### config.mk
export PLATFORM = sky130hd
export DESIGN_NAME = s_mac_engine
export DESIGN_NICKNAME = d
export VERILOG_FILES = /design/src/rtl/s_mac_engine.sv
export SDC_FILE = /design/constraint.sdc
export NUM_CORES = 1
export LEC_CHECK = 0
export ABC_AREA = 0
export CORE_UTILIZATION = 63
export DETAILED_ROUTE_END_ITERATION = 12
export PLACE_DENSITY = 0.94
export SYNTH_ARGS = -nofsm -noshare
export SYNTH_HDL_FRONTEND = slang
export SYNTH_SLANG_ARGS = --single-unit
### constraint.sdc
create_clock -name clk -period 17.6 [get_ports clk]
set_input_delay 2.64 -clock clk [delete_from_list [all_inputs] [get_ports clk]]
set_output_delay 2.64 -clock clk [all_outputs]
set_load 0.02 [all_outputs]
### src/rtl/s_mac_engine.sv
// Bit-serial dot-product MAC: ANDs and popcounts activation/weight bit-planes, then
// shift-accumulates over activation bits, weight bits and vectors under its own FSM.
module s_mac_engine #(
  parameter  int M      = 16,
  parameter  int PA_MAX = 8,
  parameter  int PW_MAX = 4,
  parameter  int MNO    = 288,
  localparam int OW     = $clog2(M) + PA_MAX + PW_MAX + $clog2(MNO) + 1,
  localparam int PAW    = $clog2(PA_MAX + 1),
  localparam int PWW    = $clog2(PW_MAX + 1),
  localparam int NVW    = $clog2(MNO + 1)
) (
  input  logic           clk,
  input  logic           rst_n,
  input  logic           start,
  input  logic           clear,
  input  logic [PAW-1:0] cfg_pa,
  input  logic [PWW-1:0] cfg_pw,
  input  logic [NVW-1:0] cfg_nvec,
  input  logic           cfg_sa,
  input  logic           cfg_sw,
  input  logic           in_valid,
  output logic           in_ready,
  input  logic [M-1:0]   act,
  input  logic [M-1:0]   wei,
  output logic           out_valid,
  input  logic           out_ready,
  output logic [OW-1:0]  out_smac,
  output logic           busy
);

  localparam int PCW = $clog2(M) + 1;
  localparam int AAW = $clog2(M) + PA_MAX + 1;
  localparam int AWW = AAW + PW_MAX;

  typedef enum logic [1:0] {IDLE, RUN, DONE} state_t;

  state_t                state;
  logic [PAW-1:0]        pa_r, i_cnt;
  logic [PWW-1:0]        pw_r, j_cnt;
  logic [NVW-1:0]        nvec_r, vec_cnt;
  logic                  sa_r, sw_r;
  logic signed [AAW-1:0] acc_a;
  logic signed [AWW-1:0] acc_w;
  logic signed [OW-1:0]  acc_o;

  logic [PAW-1:0]        pa_eff;
  logic [PWW-1:0]        pw_eff;
  logic [NVW-1:0]        nvec_eff;

  logic [M-1:0]          match;
  logic [PCW-1:0]        pop;
  logic                  i_first, j_first;
  logic signed [AAW-1:0] term, acc_a_nxt;
  logic signed [AWW-1:0] sterm, acc_w_nxt;
  logic signed [OW-1:0]  acc_o_nxt;

  // Zero means one; anything above the maximum saturates to the maximum.
  always_comb begin
    pa_eff = cfg_pa;
    if (cfg_pa == '0)
      pa_eff = PAW'(1);
    else if (cfg_pa > PAW'(PA_MAX))
      pa_eff = PAW'(PA_MAX);

    pw_eff = cfg_pw;
    if (cfg_pw == '0)
      pw_eff = PWW'(1);
    else if (cfg_pw > PWW'(PW_MAX))
      pw_eff = PWW'(PW_MAX);

    nvec_eff = cfg_nvec;
    if (cfg_nvec == '0)
      nvec_eff = NVW'(1);
    else if (cfg_nvec > NVW'(MNO))
      nvec_eff = NVW'(MNO);
  end

  // The MSB of a two's-complement operand carries negative weight, hence the negations.
  always_comb begin
    match = act & wei;
    pop   = '0;
    for (int k = 0; k < M; k++)
      pop = pop + PCW'(match[k]);

    i_first = (i_cnt == pa_r - 1'b1);
    j_first = (j_cnt == pw_r - 1'b1);

    term = {{(AAW-PCW){1'b0}}, pop};
    if (sa_r && i_first)
      term = -term;
    acc_a_nxt = term;
    if (!i_first)
      acc_a_nxt = (acc_a <<< 1) + term;

    sterm = {{(AWW-AAW){acc_a_nxt[AAW-1]}}, acc_a_nxt};
    if (sw_r && j_first)
      sterm = -sterm;
    acc_w_nxt = sterm;
    if (!j_first)
      acc_w_nxt = (acc_w <<< 1) + sterm;

    acc_o_nxt = acc_o + {{(OW-AWW){acc_w_nxt[AWW-1]}}, acc_w_nxt};
  end

  always_ff @(posedge clk or negedge rst_n) begin
    if (!rst_n) begin
      state     <= IDLE;
      pa_r      <= '0;
      pw_r      <= '0;
      nvec_r    <= '0;
      sa_r      <= 1'b0;
      sw_r      <= 1'b0;
      i_cnt     <= '0;
      j_cnt     <= '0;
      vec_cnt   <= '0;
      acc_a     <= '0;
      acc_w     <= '0;
      acc_o     <= '0;
      out_smac  <= '0;
      in_ready  <= 1'b0;
      out_valid <= 1'b0;
      busy      <= 1'b0;
    end else if (clear) begin
      state     <= IDLE;
      i_cnt     <= '0;
      j_cnt     <= '0;
      vec_cnt   <= '0;
      acc_a     <= '0;
      acc_w     <= '0;
      acc_o     <= '0;
      out_smac  <= '0;
      in_ready  <= 1'b0;
      out_valid <= 1'b0;
      busy      <= 1'b0;
    end else begin
      case (state)
        IDLE: begin
          if (start) begin
            pa_r     <= pa_eff;
            pw_r     <= pw_eff;
            nvec_r   <= nvec_eff;
            sa_r     <= cfg_sa;
            sw_r     <= cfg_sw;
            i_cnt    <= pa_eff - 1'b1;
            j_cnt    <= pw_eff - 1'b1;
            vec_cnt  <= '0;
            acc_a    <= '0;
            acc_w    <= '0;
            acc_o    <= '0;
            in_ready <= 1'b1;
            busy     <= 1'b1;
            state    <= RUN;
          end
        end
        RUN: begin
          // Activation bits are the inner loop, weight bits the middle, vectors the outer.
          if (in_valid) begin
            acc_a <= acc_a_nxt;
            if (i_cnt != '0) begin
              i_cnt <= i_cnt - 1'b1;
            end else begin
              i_cnt <= pa_r - 1'b1;
              acc_w <= acc_w_nxt;
              if (j_cnt != '0) begin
                j_cnt <= j_cnt - 1'b1;
              end else begin
                j_cnt <= pw_r - 1'b1;
                if (vec_cnt == nvec_r - 1'b1) begin
                  vec_cnt   <= '0;
                  acc_o     <= '0;
                  out_smac  <= acc_o_nxt;
                  in_ready  <= 1'b0;
                  out_valid <= 1'b1;
                  state     <= DONE;
                end else begin
                  vec_cnt <= vec_cnt + 1'b1;
                  acc_o   <= acc_o_nxt;
                end
              end
            end
          end
        end
        DONE: begin
          if (out_ready) begin
            out_valid <= 1'b0;
            busy      <= 1'b0;
            state     <= IDLE;
          end
        end
        default: begin
          in_ready  <= 1'b0;
          out_valid <= 1'b0;
          busy      <= 1'b0;
          state     <= IDLE;
        end
      endcase
    end
  end

endmodule

Yosys cells after proc, flatten, opt, wreduce, memory -nomap -nowiden
Index checks and enable logic that the tools add are counted.
{"block": "classes", "magnitude_cmp": 3, "add_sub_neg": 28, "n_reduce_logical": 21, "n_mux": 74, "n_eq_ne": 16, "bitwise_logic": 2}
{"cell": "26-bit two-way mux", "count": 12}
{"cell": "9-bit two-way mux", "count": 8}
{"cell": "16-bit two-way mux", "count": 4}
{"cell": "5-bit by 1-bit adder with 5-bit output", "count": 11}
{"cell": "26-bit case mux with 2 select lines", "count": 1}
{"cell": "12-bit two-way mux", "count": 3}
{"cell": "17-bit two-way mux", "count": 2}
{"cell": "16-bit case mux with 2 select lines", "count": 1}
{"cell": "26-bit adder", "count": 1}
{"cell": "13-bit two-way mux", "count": 2}
{"cell": "4-bit two-way mux", "count": 6}
{"cell": "12-bit case mux with 2 select lines", "count": 1}
{"cell": "3-bit two-way mux", "count": 7}
{"cell": "3-bit inequality test (second input constant)", "count": 6}
{"cell": "9-bit case mux with 2 select lines", "count": 1}
{"cell": "6-bit AND reduction", "count": 3}
{"cell": "17-bit adder", "count": 1}
{"cell": "13-bit negator with 17-bit output", "count": 1}
{"cell": "16-bit AND", "count": 1}
{"cell": "2-bit two-way mux", "count": 7}
{"cell": "13-bit adder", "count": 1}
{"cell": "1-bit two-way mux", "count": 13}
{"cell": "5-bit negator with 13-bit output", "count": 1}
{"cell": "4-bit by 1-bit subtractor with 4-bit output (second input constant)", "count": 3}
{"cell": "32 further kinds", "count": 47}
{"block": "word_totals", "out_inout_bits": 29, "wordCells": 160, "in_bits": 56, "reg_bits": 119}

Depth between registers and ports, before layout
Gate-level depths: netlist of the first run.
{"block": "depth", "depth_word": 31, "mapped_depth": 45}

Least setup slack after synthesis of the first run
OpenSTA, ideal clock, no wires.
{"block": "synth_timing", "kind": "input to register", "start": "in act[0]", "end": "reg out_smac[25]", "cell_stages": 41, "path_slack_ns": 5.572, "arrival_ns": 11.942, "setup_time_ns": 0.087, "t_required_ns": 17.513, "path_cell_list": "and2_1 > fa_1 > inv_1 > fa_1 > fa_1 > inv_1 > fa_1 > ha_1 > inv_1 > fa_1 > ha_1 > inv_1 > nor3_1 > ha_1 > mux2_2 > ha_1 > o2111ai_1 > and4b_1 > [... 5 more ...] > ha_1 > a21oi_1 > nand4_1 > a41oi_1 > xor2_1 > nor2_1 > xor2_1 > ha_1 > a21oi_1 > nor2b_1 > o21ai_0 > o21ai_0 > a31oi_1 > a21oi_1 > a31oi_1 > xnor3_2 > xnor2_1 > a211oi_2"}
{"block": "synth_via", "elab_chain_len": 31}
{"item": "start: declaration", "line": "24", "rtl": "input logic [M-1:0] act,"}
{"item": "16-bit AND *", "line": "81", "rtl": "match = act & wei;"}
{"item": "1-bit by 1-bit adder with 2-bit output *", "line": "84", "rtl": "pop = pop + PCW'(match[k]);"}
{"item": "2-bit by 1-bit adder with 3-bit output *", "line": "84"}
{"item": "3-bit by 1-bit adder with 4-bit output *", "line": "84"}
{"item": "4-bit by 1-bit adder with 5-bit output *", "line": "84"}
{"item": "5-bit by 1-bit adder with 5-bit output * (11 in series)", "line": "84"}
{"item": "5-bit negator with 13-bit output", "line": "91", "rtl": "term = -term;"}
{"item": "13-bit two-way mux *", "line": "90", "rtl": "if (sa_r && i_first)"}
{"item": "[... 5 more ...]"}
{"item": "17-bit two-way mux *", "line": "100", "rtl": "if (!j_first)"}
{"item": "26-bit adder *", "line": "103", "rtl": "acc_o_nxt = acc_o + {{(OW-AWW){acc_w_nxt[AWW-1]}}, acc_w_nxt};"}
{"item": "26-bit two-way mux *", "line": "169", "rtl": "if (vec_cnt == nvec_r - 1'b1) begin"}
{"item": "26-bit two-way mux *", "line": "165", "rtl": "if (j_cnt != '0) begin"}
{"item": "26-bit two-way mux *", "line": "160", "rtl": "if (i_cnt != '0) begin"}
{"item": "26-bit two-way mux *", "line": "158", "rtl": "if (in_valid) begin"}
{"item": "26-bit two-way mux *", "line": "137", "rtl": "case (state)"}
{"item": "26-bit two-way mux *", "line": "124", "rtl": "end else if (clear) begin"}
{"item": "end signal: assignment", "line": "172", "rtl": "out_smac <= acc_o_nxt;"}
{"item": "end: declaration", "line": "28", "rtl": "output logic [OW-1:0] out_smac,"}
Mark *: on every way between the ends. The rest lies on a longest branch, timed or not. The select of a mux whose other input is x is not followed.
A chain may end at the register's enable or synchronous reset.

Worst setup path after layout of the first run
{"block": "layout_timing", "start": "in act[1]", "end": "reg out_smac[25]"}
The elaborated chain is that of the path after synthesis.

==> results of run 1 <==
-- final cells by class --
| class | instances | share of cell area, % |
|---|---|---|
| Sequential cell | 119 | 27.95 |
| Clock buffer | 23 | 4.581 |
| Timing Repair Buffer | 92 | 8.433 |
| Clock inverter | 8 | 1.574 |
| Multi-Input combinational cell | 831 | 53.55 |
| Tap cell | 180 | 2.114 |
| Inverter | 51 | 1.797 |
-- logic make-up (layout without fill, tap and decap cells) --
logic type | Yosys count | after routing | share of synthesized area [%]
xor gates and xnor gates | 79 | 79 | 8.144
buffers and inverters | 88 | 174 | 3.892
DFF | 119 | 119 | 32.96
adders and majority gates | 82 | 82 | 12.44
muxes | 17 | 17 | 2.036
and+or+nand+nor | 345 | 345 | 18.46
AOI/OAI and AO/OA | 308 | 308 | 22.06
-- final timing paths --
check | startpoint | to | cells past startpoint
max in group asynchronous | rst_n | nvec_r[2]$_DFFE_PN0P_ | 2
worst max register to register | pa_r[0]$_DFFE_PN0P_ | out_smac[25]$_DFFE_PN0P_ | 35
worst min register to register | acc_a[10]$_DFFE_PN0P_ | acc_a[10]$_DFFE_PN0P_ | 2
worst max-delay path | act[1] | out_smac[25]$_DFFE_PN0P_ | 42
min in group asynchronous | rst_n | out_smac[16]$_DFFE_PN0P_ | 1
worst min-delay path | acc_a[10]$_DFFE_PN0P_ | acc_a[10]$_DFFE_PN0P_ | 2
-- per-layer routing --
metal,global-route usage [%],part of all wire [%]
met2,60.49,49
met1,41.79,39
met4,16.98,4.1
met5,0,0
met3,7.491,7.8
-- flip-flops by register name, summed over array words and instances, names as in the netlist, 4 cells and up --
name and cells:
acc_w 16, out_smac 26, acc_o 26, pa_r 4, i_cnt 4, acc_a 12
nvec_r 9, vec_cnt 9
-- layout by cell type, fill, tap and decap left out, types with 5 or more instances in the layout --
| cell type | instances |
|---|---|
| nor2b_1 | 9 |
| a21o_1 | 26 |
| nand4_1 | 10 |
| mux2i_1 | 6 |
| nand3_1 | 19 |
| inv_1 | 51 |
| nand2_1 | 116 |
| ha_1 | 69 |
| bufinv_16 | 5 |
| a22o_1 | 34 |
| a31oi_1 | 11 |
| clkbuf_16 | 17 |
| o211ai_1 | 9 |
| nor3_1 | 21 |
| or2_2 | 7 |
| mux2_2 | 11 |
| clkdlybuf4s50_1 | 83 |
| nor2_1 | 81 |
| or3_1 | 11 |
| o31ai_1 | 15 |
| nand2b_1 | 20 |
| a21oi_1 | 84 |
| o21bai_1 | 9 |
| and3_1 | 9 |
| dfrtp_1 | 119 |
| a211oi_1 | 11 |
| buf_4 | 9 |
| xor2_1 | 28 |
| o21ai_1 | 5 |
| o21a_1 | 10 |
| and2_1 | 17 |
| fa_1 | 13 |
| o21ai_0 | 68 |
| xnor2_1 | 48 |
-- worst max-delay path, delay by kind of cell --
kind | cells | cell delay (ps)
AOI/OAI and AO/OA | 12 | 2480
xor gates and xnor gates | 4 | 1310
adders and majority gates | 11 | 4460
buffers and inverters | 5 | 660
muxes | 2 | 590
and+or+nand+nor | 8 | 1720
-- power by group through the flow --
stage,registers [mW],logic [mW],clock network (mW)
after CTS,0.323,0.650,0.391
after global routing,0.327,0.726,0.403
final,0.325,0.668,0.392
after global placement,0.325,0.595,0
after detailed placement,0.326,0.623,0
after floorplan,0.320,0.480,0
-- through the flow --
step                      total power, mW  cells
after floorplan                    0.7994   1038
after CTS                           1.364   1304
after global placement             0.9203   1273
after global routing                1.455   1304
after detailed placement           0.9496   1273
final                               1.384   1304
==> flow_summary.ini, run 1 <==
[run_status]
status = completed

[synth]
ys_top_cells_by_area = dfrtp_1 (33%), ha_1 (9.6%), nand2_1 (4.8%), a21oi_1 (4.7%), xnor2_1 (4.7%)
netlist_top_cells_count = dfrtp_1 (119), nand2_1 (116), a21oi_1 (84)
synth.most_common_cell = dfrtp_1
ys_ff_latch = 119
ys_types = 66
yosysTopAreaCellShare_pct = 32.96
yosys_warnings = 0
synthCells = 1038
synthFlopType = dfrtp_1
syn-mean-instance-area_um2 = 8.703
netlist_area_um2 = 9034
synth_top_area_cell = dfrtp_1
synth_edf_count = 0
async_flop_share_pct = 100.0
synth_nets = 1176
yosysSeqAreaShare_pct = 32.96

[setup_path]
critPathCaptureType = register
arrival_ps = 13850
cpMostUsedCell = ha_1
slowest_delay_ps = 720
cp_slowest_cell = xor2_1
start_kind = primary input
crit_type = in2reg
cp.required_ps = 17940
r2r_slack_ps = 8380
cp_max_fo = 9

[finish]
syn_to_final_growth_pct = 17.92
multi_input_area_um2 = 5704
nFillCells = 823
seqCellArea_um2 = 2978
utilization_pct = 76.45
final_cell_area_um2 = 10650
drive_gt1_share_pct = 5.783
n_antenna_cell = 0
final_nets = 1250

[route]
wl_per_cell_um = 18.92
drt-initial-drc-count = 1039
drc = 0
firstDrtPassIters = 6
wl_um = 24670
vias_per_cell = 6.507
vias = 8485
detail-route-antenna-nets = 0

[floorplan]
die_h_um = 121.7
initial_utilization_pct = 64.83
core_um2 = 13930
die_w_um = 121.7
dieArea_um2 = 14820
rows = 43
io-pin-count = 85

[placement]
dp_hpwl_um = 15890
gp_congestion = 0.9620
pre_cts_ws_ps = 4205
io_buffer_count = 84
placed_area_um2 = 9997

[clocking]
postCtsSetupBuffers = 0
cts_made_buffers = 17
clkLatencyLatePin_ps = 430
post_cts_resize_count = 0
cts_tree = built
htreeDepth = 4
cts_hold_buffers = 0
cts_sinks = 119
clockRootBuffer = clkbuf_16
clock_path_buffers = 2
clkTransAtPathRegs_ps = 60

[job]
maxCapViolCount = 0

[power]
power.leakage_nw = 4.982
switching_power_mw = 0.5630
pwr-share-seq_pct = 23.5
peakVddDrop_uv = 74.42
power_density_nw_per_um2 = 129.9
p_clk_share_pct = 28.3
p_int_mw = 0.8213
p_comb_share_pct = 48.2
netSwitchingFraction_pct = 40.67

[timing]
setup_tns_ps = 0
timing.slew.headroom_pct = 36.00
min_period_ps = 13520
hold_viol = 0
setup_slack_ps = 4081
whs_ps = 503.0
clock_skew_ps = 9.833
final-setup-viol-count = 0
fmax_mhz = 73.97
slew_violations = 0
period_share_pct = 76.81
grt_setup_unrepaired = no
worst_pin_slew_ps = 960.0

[grt]
globalRouteOverflowTotal = 0
antenna_found_initial = 0
grt_pass1_vias = 8633
globalRouteTotalUtil_pct = 35.21
grt_pass1_wl_um = 40970
grt_max_degree = 63

[min_path]
hold_path.class = reg2reg
Note: power is estimated with default switching activity, not from simulation.
==> inputs of run 2 (changes only) <==
CORE_UTILIZATION = 59   (was 63)
PLACE_DENSITY = 0.89   (was 0.94)
clock period = 13.1 ns   (was 17.6 ns; I/O delays follow)
==> run 2 against run 1 <==
Compared with the run above: clock power rose by 32%; sequential cell count did not move; worst setup slack got worse by 3400 ps; combinational power rose by 29%; worst hold slack got worse by 18 ps; via count fell by 4.3%; wire length fell by 9.7%; register-to-register slack got worse by 4000 ps; critical path depth rose by 1; first-iteration DRC count fell by 35%; non-clock buffer count did not move.
==> flow_summary.ini, run 2 (same netlist as run 1, synthesis figures left out) <==
[run_status]
status = completed

[timing]
slew_violations = 0
setup_slack_ps = 710.7
grt_setup_unrepaired = no
hold_viol = 0
period_share_pct = 94.57
worst_pin_slew_ps = 944.9
min_period_ps = 12390
clock_skew_ps = 9.891
timing.slew.headroom_pct = 37.00
fmax_mhz = 80.71
setup_tns_ps = 0
final-setup-viol-count = 0

[route]
route.met2.wl_um = 10810
wl_met1_um = 9641
vias_per_cell = 6.201
drt-initial-drc-count = 679
drc = 0
wl_per_cell_um = 17.01
wl_met3_um = 1190
wl_um = 22270
firstDrtPassIters = 6
detail-route-antenna-nets = 0
vias = 8117
topRoutingLayerUsed = met4

[grt]
grt_pass1_wl_um = 37770
globalRouteTotalUtil_pct = 29.45
grt_pass1_vias = 7972
globalRouteOverflowTotal = 0
antenna_found_initial = 0
grt_max_degree = 63

[placement]
placed_area_um2 = 10000
gp_congestion = 0.9459
io_buffer_count = 84
pre_cts_ws_ps = 365.8
dp_hpwl_um = 15820

[finish]
layout_common_cells = dfrtp_1 (119), nand2_1 (116), a21oi_1 (84)
reg.largest.list = acc_o: 26 flops, out_smac: 26 flops, acc_w: 16 flops
final_nets = 1250
drive_gt1_share_pct = 5.778
utilization_pct = 72.24
n_antenna_cell = 0
final_common_cell = dfrtp_1
final_cell_area_um2 = 10660
syn_to_final_growth_pct = 17.99

[clocking]
clock_path_buffers = 2
cts_made_buffers = 17
htreeDepth = 4
clockRootBuffer = clkbuf_16
clkLatencyLatePin_ps = 430
cts_tree = built
cts_sinks = 119
clkTransAtPathRegs_ps = 60

[floorplan]
core_um2 = 14750
initial_utilization_pct = 61.23
rows = 44
io-pin-count = 85
die_w_um = 125.7
die_h_um = 125.7
dieArea_um2 = 15810

[min_path]
hold_path.class = reg2reg
hold_depth = 2

[setup_path]
critPathCaptureType = register
cp.buffers_inverters = 5
cp_num_cells = 43
rr_worst_depth = 36
cp.required_ps = 13440
cpLargestDelayFamily = adder cells
slowest_delay_ps = 540
crit_type = in2reg
start_kind = primary input
arrival_ps = 12730
cp_max_fo = 9
cpMostUsedCell = ha_1
cp_slowest_cell = fa_1

[power]
power.leakage_nw = 4.977
power.total_mw = 1.815
peakVddDrop_uv = 96.85
power_density_nw_per_um2 = 170.3

[job]
maxCapViolCount = 0
run 2: tightest hold or removal path, delay by kind of cell, from the launching register on:
| kind | cells | cell delay (ps) |
|---|---|---|
| compound gates | 1 | 60 |
| simple gates | 1 | 50 |
| flops | 1 | 350 |
run 2: path summary, 6_finish.rpt:
path                       slack [ps]                 from                        to
min in group asynchronous        1620                rst_n      acc_w[8]$_DFFE_PN0P_
max in group asynchronous       10210                rst_n       pa_r[0]$_DFFE_PN0P_
max                               710               act[0]  out_smac[25]$_DFFE_PN0P_
min reg2reg                       490  pw_r[1]$_DFFE_PN0P_       pw_r[1]$_DFFE_PN0P_
max reg2reg                      4350  pa_r[0]$_DFFE_PN0P_  out_smac[25]$_DFFE_PN0P_
min                               490  pw_r[1]$_DFFE_PN0P_       pw_r[1]$_DFFE_PN0P_
run 2: area by class of cell:
type	instances	area, um2
inverters	51	191.4
fillers	1019	4095
flip-flops and latches	119	2978
clock inverters	8	167.7
repair buffers	92	898.4
clock buffers	24	481.7
well taps	184	230.2
multi-input cells	831	5712
run 2: report_power, final:
part	internal (mW)	switching (mW)
combinational	0.344	0.520
sequential	0.401	0.0344
clock	0.352	0.165
run 2: layer usage:
layer | vias up | track usage, %
met2 | 282 | 48.92
met1 | 3900 | 38.32
met5 | - | 0
met3 | 66 | 4.800
met4 | 0 | 12.54
li1 | 3869 | -
run 2: metrics by stage:
step / std cells / hold WS (ps)
CTS: 1309 / 487.2
floorplan: 1038 / 449.8
global route: 1309 / 514.5
global placement: 1277 / 465.3
finish: 1309 / 485.4
detailed placement: 1277 / 475.5
run 2: repair_timing:
item,in CTS,in global routing
gates resized for setup,0,1
endpoints found under the setup margin,0,2
hold buffers,0,0
buffers inserted,0,0
==> edit 1 (flow settings as in run 2) <==
`PW_MAX`: 4 -> 8.
--- a/src/rtl/s_mac_engine.sv
+++ b/src/rtl/s_mac_engine.sv
@@ -3,7 +3,7 @@
 module s_mac_engine #(
   parameter  int M      = 16,
   parameter  int PA_MAX = 8,
-  parameter  int PW_MAX = 4,
+  parameter  int PW_MAX = 8,
   parameter  int MNO    = 288,
   localparam int OW     = $clog2(M) + PA_MAX + PW_MAX + $clog2(MNO) + 1,
   localparam int PAW    = $clog2(PA_MAX + 1),
Ports: changed (resized cfg_pw and out_smac); port bits go from 85 to 90. No check against the original RTL was run, so the function may have changed too.
==> edit 1 against run 2 <==
Total power rose by 21%. Via count increased by 20%. Register-to-register slack got worse by 0.60 ns. Design area grew 17%. Sequential cell count rose by 14. Synthesized area increased by 16%. Setup slack worse by 0.42 ns. Clock skew shrank 0.0016 ns. Wire length increased by 24%. Critical path type unchanged. Critical endpoint is now acc_o[29].
==> edit 1: results <==
[run_status]
status = "finished, final reports clean"

[cts]
clk_pin_slew_worst_paths_ns = 0.06
clock-root-buffer = "clkbuf_16"
cts_buffers = 17
insertion_delay_ns = 0.44
h-tree-depth = 4
cts_buffer_depth = 2

[critical_path]
r2r_cells = 35
cp-end-kind = "flip-flop"
startpoint = "act[0]"
cp_max_fo = 7
r2r_end = "acc_o[29]"
r2r-start = "pa_r[0]"
regToRegSetupSlack_ns = 3.75
path_delay_family = "adder cells"
slowest_delay_ns = 0.58
slowest_stage = "fa_2"

[layout]
drive_gt1_frac = 0.0844
nNetsFinal = 1459
antenna_cells = 0
reg_top3 = "acc_o x30, out_smac x30, acc_w x20"
fillerInstances = 1232

[placement]
dp_hpwl_um = 19400
port_buffers = 89
dp_slack_ns = -0.138
globalplace.congestion = 0.960

[timing]
min_period_ns = 12.81
hold-worst-slack_ns = 0.489
fin_worst_skew_ns = 0.00831
relSlewSlack = 0.168

[flow_run]
maxCapViolCount = 0

[grt]
grt-ovfl-total = 0
groute.usage.overall = 0.306
antenna_found_initial = 0
grt_max_degree = 70
grt_pass1_vias = 9386
grt_first_pass_wirelength_um = 44700

[worst_hold_path]
hold_class = "reg -> reg"

[power_and_ir_drop]
vdd.ir_drop.worst_mv = 0.105
switching_share = 0.435
leakage_uw = 0.00577
p_seq_frac = 0.229

[drt]
vias_per_cell = 6.28
drt-initial-drc-count = 724
post-route-drc-count = 0
wl_um = 27500
first_pass_iters = 7

[synth]
synth_commonest_cells = "dfrtp_1 (133), nand2_1 (115), nor2_1 (108)"
yosys_warnings = 0
synthArstFlopShare = 1.00
synth-seq-area-share = 0.317
syn_nets = 1366
yosysUniqueCellTypes = 73
synthTopCellsByArea = "dfrtp_1 (32%), ha_1 (8.9%), o21ai_0 (4.8%), xnor2_1 (4.6%), nand2_1 (4.1%)"
[edit 1: changes by cell type in the layout (fill, tap and decap cells not counted), moves of 11 or more]
cell | before | now
mux2i_1 | 6 | 29
nor2_1 | 81 | 106
dfrtp_1 | 119 | 133
inv_1 | 51 | 68
nor2b_1 | 9 | 20
o21ai_0 | 68 | 97
a21oi_1 | 84 | 71
buf_4 | 9 | 32
[edit 1: per-layer routing]
layer / wire length [um] / GRT usage / vias up
met1: 11300 / 0.380 / 4678
met5: 0 / 0 / -
met2: 13800 / 0.525 / 394
li1: - / - / 4593
met4: 812 / 0.137 / 0
met3: 1590 / 0.0471 / 83
[edit 1: area by class of cell]
class	instances	area (um2)	share of cell area
Tap cell	225	282	0.0226
Timing Repair Buffer	121	1130	0.0908
Clock inverter	7	68.8	0.00552
Inverter	69	259	0.0208
Clock buffer	25	515	0.0413
Sequential cell	133	3330	0.267
Multi-Input combinational cell	972	6890	0.552
[edit 1: worst min-delay path by stage]
stage                     depth (start not counted)   endpoint      start
after floorplan                                   2  acc_o[28]  acc_o[28]
after global placement                            2  acc_o[11]  acc_o[11]
after detailed placement                          2  acc_o[26]  acc_o[26]
after CTS                                         2  acc_o[26]  acc_o[26]
after global routing                              2  acc_o[21]  acc_o[21]
final                                             2  acc_o[26]  acc_o[26]
[edit 1: what timing repair did]
item / 4_1_cts / 5_1_grt
hold endpoints to repair: 0 / 0
hold buffers: 0 / 0
gates resized for setup: 0 / 29
buffers inserted: 0 / 10
setup endpoints to repair: 0 / 11
[edit 1: power groups by stage]
stage | Combinational (uW) | Clock (uW) | Sequential (uW)
after floorplan | 856 | 0 | 496
after global placement | 1090 | 0 | 507
final | 1220 | 470 | 505
after global routing | 1350 | 490 | 511
after detailed placement | 1140 | 0 | 509
after CTS | 1150 | 473 | 503
[edit 1: through the flow]
stage / cells / util / TNS (ns)
6_report: 1552 / 0.719 / 0
5_1_grt: 1552 / 0.719 / -0.417
4_1_cts: 1542 / 0.707 / 0
3_5_place_dp: 1510 / 0.673 / -0.226
3_3_place_gp: 1510 / 0.673 / 0
2_1_floorplan: 1221 / - / 0
[edit 1: worst reg2reg max path, delay by kind of cell (launching register included)]
kind | cells | cell delay [ns]
adders and majority gates | 4 | 1.38
DFF | 1 | 0.43
buffers and inverters | 2 | 0.19
AOI/OAI and AO/OA | 14 | 3.03
and+or+nand+nor | 11 | 3.32
xor gates and xnor gates | 4 | 0.87
[edit 1: kinds of logic after synthesis]
family / Yosys count / synth area share
simple gates: 382 / 0.173
buf+inv: 116 / 0.0425
xor+xnor: 86 / 0.0757
flops: 133 / 0.317
mux: 41 / 0.0405
fa+ha+maj: 88 / 0.114
compound gates: 375 / 0.238
==> edit 2 (flow settings as in run 2) <==
Without the edit above. Make the reset (`rst_n`) synchronous in one clocked block.
--- a/src/rtl/s_mac_engine.sv
+++ b/src/rtl/s_mac_engine.sv
@@ -103,7 +103,7 @@
     acc_o_nxt = acc_o + {{(OW-AWW){acc_w_nxt[AWW-1]}}, acc_w_nxt};
   end
 
-  always_ff @(posedge clk or negedge rst_n) begin
+  always_ff @(posedge clk) begin
     if (!rst_n) begin
       state     <= IDLE;
       pa_r      <= '0;
Check against the original RTL: differs if rst_n is asserted again (counterexample within 4 cycles, from zero or initial values and one cycle with rst_n low); with rst_n held inactive, the same outputs for 4 cycles.
==> edit 2 against run 2 <==
The run now ends with design-rule violations left. Utilization decreased by 0.33 points. Non-clock buffer count increased by 4. Synthesized cell count increased by 9.7%. Design area decreased by 0.82%. Sequential cell count unchanged. Setup slack got worse by 0.18 ns. Synthesized area decreased by 0.61%. Wire length increased by 5.1%. Clock skew decreased by 0.0010 ns.
Power is not compared: it rests on default switching activity, and its combinational part moved more than twofold at a synthesized area within 25%.
==> edit 2: results <==
[run_status]
status = "complete, but fails checks"
violations = "design-rule violations"

[drt]
vias = 8818
first_pass_iters = 9
wl_um = 23400
post-route-drc-count = 4

[synth]
avgSynthCellArea_um2 = 7.88
syn_nets = 1278
synth-seq-area-share = 0.265
synthXorXnorAreaFrac = 0.0831
synthTopCellsByArea = "dfxtp_1 (27%), ha_1 (9.8%), nand2_1 (5.6%), a21oi_1 (5.4%), nor2_1 (4.4%)"
synth_commonest_cells = "nand2_1 (135), dfxtp_1 (119), nor2_1 (106)"

[critical_path]
critPathArrivalTime_ns = 12.88
slowest_delay_ns = 0.58
cp_max_fo = 10
slowest_stage = "or4_4"

[placement]
globalplace.congestion = 0.940
dp_hpwl_um = 16400
dp_slack_ns = 0.0582

[grt]
grt_first_pass_wirelength_um = 38300
grt_max_degree = 56
grt_pass1_vias = 8305

[layout]
nNetsFinal = 1343
fillerInstances = 1081

[timing]
relSlewSlack = 0.191
[edit 2: area by class of cell]
| cell class | instances | area [um2] | area share |
|---|---|---|---|
| tap | 184 | 230 | 0.0218 |
| clock buffer | 23 | 478 | 0.0452 |
| multi-input combinational | 915 | 6270 | 0.593 |
| clock inverter | 8 | 73.8 | 0.00698 |
| sequential | 119 | 2380 | 0.225 |
| inverter | 55 | 206 | 0.0195 |
| timing repair buffer | 96 | 931 | 0.0881 |
[edit 2: path summary, 6_finish.rpt]
path,start,slack (ns),to,cells past startpoint
hold reg to reg,out_smac[8],0.45,out_smac[8],2
hold / removal,out_smac[8],0.45,out_smac[8],2
setup reg to reg,pa_r[0],4.07,acc_o[25],35
setup / recovery,act[0],0.53,acc_o[25],44
[edit 2: report_power, final]
part | internal [uW] | switching, uW | leakage (uW)
combinational | 145 | 222 | 0.00315
clock | 273 | 170 | 0.000269
sequential | 367 | 5.83 | 0.000961
[edit 2: worst register-to-register path, delay by kind of cell, from the launching register on]
kind | cells | cell delay, ns
compound gates | 10 | 2.44
buf+inv | 4 | 0.55
simple gates | 12 | 3.37
mux | 1 | 0.10
xor+xnor | 4 | 0.80
flops | 1 | 0.44
fa+ha+maj | 4 | 1.17
[edit 2: layer usage]
layer	GRT usage	part of all wire
met1	0.368	0.42
met2	0.495	0.48
met3	0.0603	0.067
met4	0.144	0.034
met5	0	0
[edit 2: cells by family after synthesis]
group / count (synthesis)
multiplexers: 18
XOR/XNOR: 82
flip-flops: 119
buffers and inverters: 105
AO/OA/AOI/OAI: 313
AND/OR/NAND/NOR: 419
adder cells (fa/ha/maj): 83
[edit 2: timing repair]
item,CTS,global route
hold buffers,0,0
setup endpoints to repair,0,12
setup buffers,0,0
resized for setup,0,11
